==> config.mk <==
export PLATFORM = sky130hd
export DESIGN_NAME = mod_down_counter
export DESIGN_NICKNAME = d
export VERILOG_FILES = /design/src/rtl/mod_down_counter.sv
export SDC_FILE = /design/constraint.sdc
export NUM_CORES = 1
export LEC_CHECK = 0
export ABC_AREA = 1
export BUFFER_PORTS_ARGS = -buffer_cell sky130_fd_sc_hd__buf_2
export CORE_ASPECT_RATIO = 0.7
export CORE_MARGIN = 3
export CORE_UTILIZATION = 45
export CTS_BUF_LIST = sky130_fd_sc_hd__clkbuf_8
export DETAILED_ROUTE_END_ITERATION = 12
export PLACE_DENSITY = 0.8
export SYNTH_ARGS = -nofsm -noshare
export SYNTH_HDL_FRONTEND = slang
export SYNTH_SLANG_ARGS = --single-unit
==> constraint.sdc <==
create_clock -name clk -period 1.7 [get_ports clk]
set_clock_uncertainty 0.05 [all_clocks]
set_input_delay 0.085 -clock clk [delete_from_list [all_inputs] [get_ports clk]]
set_output_delay 0.085 -clock clk [all_outputs]
set_load 0.01 [all_outputs]
==> src/rtl/mod_down_counter.sv <==
// Modular down counter: counts MAX..1 and wraps to MAX, with a validated parallel load,
// a wrap pulse and a saturating wrap tally. Define MOD_DOWN_COUNTER_ASSERT_EN for embedded checks.
module mod_down_counter #(
    parameter int unsigned WIDTH   = 11,
    parameter int unsigned MAX     = 500,
    parameter int unsigned TALLY_W = 8
) (
    input  logic               clk,
    input  logic               rst,
    input  logic               i_selector,
    input  logic               i_load,
    input  logic [WIDTH-1:0]   i_load_val,
    output logic [WIDTH-1:0]   o_c,
    output logic               o_active,
    output logic               o_wrap,
    output logic [TALLY_W-1:0] o_wrap_cnt,
    output logic               o_load_err
);

    localparam logic [WIDTH-1:0]   MAX_V     = WIDTH'(MAX);
    localparam logic [WIDTH-1:0]   ONE_V     = WIDTH'(1);
    localparam logic [TALLY_W-1:0] TALLY_MAX = '1;

    typedef enum logic {StIdle, StCount} state_e;

    state_e             r_state;
    state_e             w_state_next;
    logic [WIDTH-1:0]   r_c;
    logic               r_wrap;
    logic [TALLY_W-1:0] r_wrap_cnt;
    logic               r_load_err;

    logic w_load_ok;
    logic w_load_bad;
    logic w_step;
    logic w_at_one;

    // A rejected load still owns the cycle, so selector is masked by any load request.
    assign w_load_ok  = i_load && (i_load_val != '0) && (i_load_val <= MAX_V);
    assign w_load_bad = i_load && !w_load_ok;
    assign w_step     = !i_load && i_selector;
    assign w_at_one   = (r_c == ONE_V);

    always_ff @(posedge clk) begin
        if (rst) begin
            r_state <= StIdle;
        end else begin
            r_state <= w_state_next;
        end
    end

    always_comb begin
        w_state_next = r_state;
        if (w_load_ok || w_step) begin
            w_state_next = StCount;
        end
    end

    always_ff @(posedge clk) begin
        if (rst) begin
            r_c        <= MAX_V;
            r_wrap     <= 1'b0;
            r_wrap_cnt <= '0;
            r_load_err <= 1'b0;
        end else begin
            r_wrap     <= 1'b0;
            r_load_err <= w_load_bad;
            if (w_load_ok) begin
                r_c <= i_load_val;
            end else if (w_step) begin
                if (w_at_one) begin
                    r_c    <= MAX_V;
                    r_wrap <= 1'b1;
                    if (r_wrap_cnt != TALLY_MAX) begin
                        r_wrap_cnt <= r_wrap_cnt + 1'b1;
                    end
                end else begin
                    r_c <= r_c - 1'b1;
                end
            end
        end
    end

    always_comb begin
        o_active   = (r_state == StCount);
        o_c        = r_c;
        o_wrap     = r_wrap;
        o_wrap_cnt = r_wrap_cnt;
        o_load_err = r_load_err;
    end

`ifdef MOD_DOWN_COUNTER_ASSERT_EN
    a_c_range: assert property (@(posedge clk) disable iff (rst)
        (r_c != '0) && (r_c <= MAX_V));
    a_wrap_max: assert property (@(posedge clk) disable iff (rst)
        r_wrap |-> (r_c == MAX_V));
    a_wrap_err_excl: assert property (@(posedge clk) disable iff (rst)
        !(r_wrap && r_load_err));
    // First cycle out of reset compares against a pre-reset sample, so skip it.
    a_tally_mono: assert property (@(posedge clk) disable iff (rst)
        !$past(rst) |-> (r_wrap_cnt >= $past(r_wrap_cnt)));
    a_active_sticky: assert property (@(posedge clk) disable iff (rst)
        (!$past(rst) && $past(r_state == StCount)) |-> (r_state == StCount));
`endif

endmodule
==> metrics.md <==
| Metric | Value |
|---|---|
| Status | `finished, final reports clean` |
| Synth unique cells | `26` |
| Worst-path fanout max | `5` |
| Fin crit share | `91.4%` |
| Final GP Congestion | `0.969` |
| Net Sw Frac | `25.7%` |
| Clock Latency Late Sink | `0.27 ns` |
| Max Slew Vio Count | `0` |
| Final cell count without fillers | `293` |
| CP startpoint kind | `flip-flop` |
| Number of I/O pins | `37` |
| CTS buffer count | `3` |
| Crit. End Element | `flip-flop` |
| Post-synth EDFFs | `0` |
| Clock tree buffer depth | `2` |
| Most frequent cells in the layout | `54 x nand2_1, 36 x buf_2, 29 x nor2_1` |
| CTS tree | `done` |
| Worst-Margin Slew | `0.330 ns` |
| Cell Area, Synth | `1440 um2` |
| FF+latch count, synth | `22` |
| Hold Crit Class | `in -> reg` |
| Largest net degree at the start of global routing | `14` |
| Multi-input gate area | `871 um2` |
| CTS Sinks | `22` |
| Via count | `1491` |
| # placed instances | `289` |
| Total core area | `2920 um2` |
| CTS clk-pin slew, worst paths | `0.08 ns` |
| Post-Synth Adder-Cell Area | `2.60%` |
| Final wirelength | `3520 um` |
| RSZ-0062 raised after global routing | `no` |
| Synthesis-to-finish area growth | `19.7%` |
| Crit path buf inv count | `1` |
| Post-Synth XOR/XNOR Area | `6.08%` |
| Min cycle time layout | `1.55 ns` |
| Die width | `73.6 um` |
| Final Hold Viols | `0` |
| Pint | `0.920 mW` |
| IO buf count | `36` |
| Initial DRC count | `112` |
| Sequential share of power | `44.9%` |
| Dpl hpwl | `2740 um` |
| Mux contribution to synthesized area | `0%` |
| Gate Count Post-Synth | `220` |
| Post-synth ARST share | `0%` |
| Register area share after synthesis | `30.6%` |
| Row count | `16` |
| Yosys warns | `0` |
| Register area | `442 um2` |
| Post-DR wirelength/cell | `12.0 um` |
| Max Cap Viol | `0` |
| Most common library cell in the layout ignoring fill and taps | `nand2_1` |
| Fillers | `270` |
| H-tree Lvls | `1` |
| Vias in the first global route | `1309` |
| CP arrival | `1.65 ns` |
| First-pass GRT wire length | `5990 um` |
| Final Power | `1.24 mW` |
| Syn Nets | `238` |
| Fin nets | `276` |
| Kind of critical path | `reg -> reg` |
| Lkg Pwr | `0.860 nW` |
| GRT Util Overall | `19.7%` |
| Family with the most delay on the worst path | `flip-flops` |
| Number of buffers inserted by hold repair at cts | `0` |
| Simple-gate share of the synthesized area | `44.4%` |
| Worst path required time | `1.79 ns` |
| Post-route antenna net violation count | `0` |
| Worst path slowest cell | `dfxtp_1` |
| Total power per unit cell area | `717 nW/um2` |
| Clock share of power | `39.7%` |
| Share of cells above drive strength 1 | `23.0%` |
| GRT overflow | `0` |
| Synth Area in Compound Gates | `7.20%` |
| Via density | `5.09` |
| Initial antenna violation count | `0` |
| TNS Setup | `0 ns` |
| Initial Util | `49.3%` |
| Final core occ | `59.0%` |
| Synth Flop Type | `dfxtp_1` |
| Max Freq | `643 MHz` |
| Die ar. | `3930 um2` |
| Root Buffer | `clkbuf_8` |
| Final setup viols | `0` |
| Comb pwr share | `15.5%` |
| Crit-path cells | `inv_1 > ha_1 > nand2_1 > xor2_1 > o21ai_0 > nand4_1` |
| Die Ht | `53.4 um` |
| TritonRoute pass-1 iters | `4` |
| DRC Markers | `0` |
| Slew headroom | `77.9%` |
| Largest family of logic cells by synthesized area | `simple AND/OR/NAND/NOR gates` |
| Mean Syn Cell Area | `6.55 um2` |
| P_sw | `0.318 mW` |
| VDD IR max | `375 uV` |
| Ant diodes | `0` |
| Worst R2R Setup Slack | `0.15 ns` |
| Delay of the slowest critical-path stage | `0.41 ns` |
[per-layer routing]
metal  vias up  track usage, %  share of wire, %
li1        773               -                 -
met1       666            28.1                50
met2        52            30.0                43
met3         0            4.93               7.1
met4         0            3.01                 0
met5         -               0                 0
[final cells by class]
type                    instances  area share, %
inverters                      29           6.31
well taps                      36           2.61
repair buffers                 37           10.9
clock buffers                   3           2.39
multi-input cells             165           50.5
flip-flops and latches         22           25.6
clock inverters                 1           1.74
[cell usage after synthesis (2+ instances only)]
cell	number	area share (%)
a21oi_1	11	3.8
clkbuf_1	2	0.52
dfxtp_1	22	31
ha_1	3	2.6
inv_1	28	7.3
nand2_1	54	14
nand2_2	3	1.3
nand3_1	26	9.0
nand3_2	2	1.4
nand4_1	5	2.2
nor2_1	29	7.6
nor2_2	3	1.3
nor2_4	3	2.3
o21ai_0	8	2.8
or2_0	2	0.87
xnor2_1	4	2.4
xor2_1	6	3.6
[final timing paths]
path	startpoint	end	cells past startpoint
max reg2reg	o_c[0]$_SDFFE_PP0P_	o_c[4]$_SDFFE_PP1P_	6
min	i_load	o_load_err$_SDFF_PP0_	3
max	o_c[0]$_SDFFE_PP0P_	o_c[4]$_SDFFE_PP1P_	6
min reg2reg	o_active$_SDFFE_PP0P_	o_active$_SDFFE_PP0P_	2
[registers in the layout, indices dropped and copies added, names as in the netlist]
signal / count
o_load_err: 1
o_wrap: 1
o_c: 11
o_active: 1
o_wrap_cnt: 8
[worst register-to-register path, stage by stage (launching register included)]
cell,delay (ns)
dfxtp_1,0.41
inv_1,0.12
ha_1,0.26
nand2_1,0.13
xor2_1,0.09
o21ai_0,0.26
nand4_1,0.11
[power by group through the flow]
stage	Sequential (mW)	Combinational (mW)	Clock [mW]
CTS	0.555	0.190	0.505
global placement	0.566	0.185	0
global route	0.558	0.216	0.523
floorplan	0.572	0.114	0
finish	0.555	0.191	0.491
detailed placement	0.567	0.187	0
[per-stage QoR]
step           setup slack, ns  hold slack, ns  instance area, um2
3_3_place_gp             0.178           0.313                1650
5_1_grt                0.00188          0.0434                1730
2_1_floorplan            0.198           0.150                1440
4_1_cts                 0.0778          0.0384                1720
6_report                 0.146          0.0364                1730
3_5_place_dp             0.126           0.320                1650
[logic make-up (layout without fill, tap and decap cells)]
group           Yosys count  in the layout
simple gates            132            132
buf+inv                  33             70
flops                    22             22
compound gates           20             20
xor+xnor                 10             10
fa+ha+maj                 3              3
[what timing repair did]
item	4_1_cts	5_1_grt
buffers inserted	0	0
endpoints found under the setup margin	0	2
gates resized for setup	0	3
(Power assumes the default switching activity.)
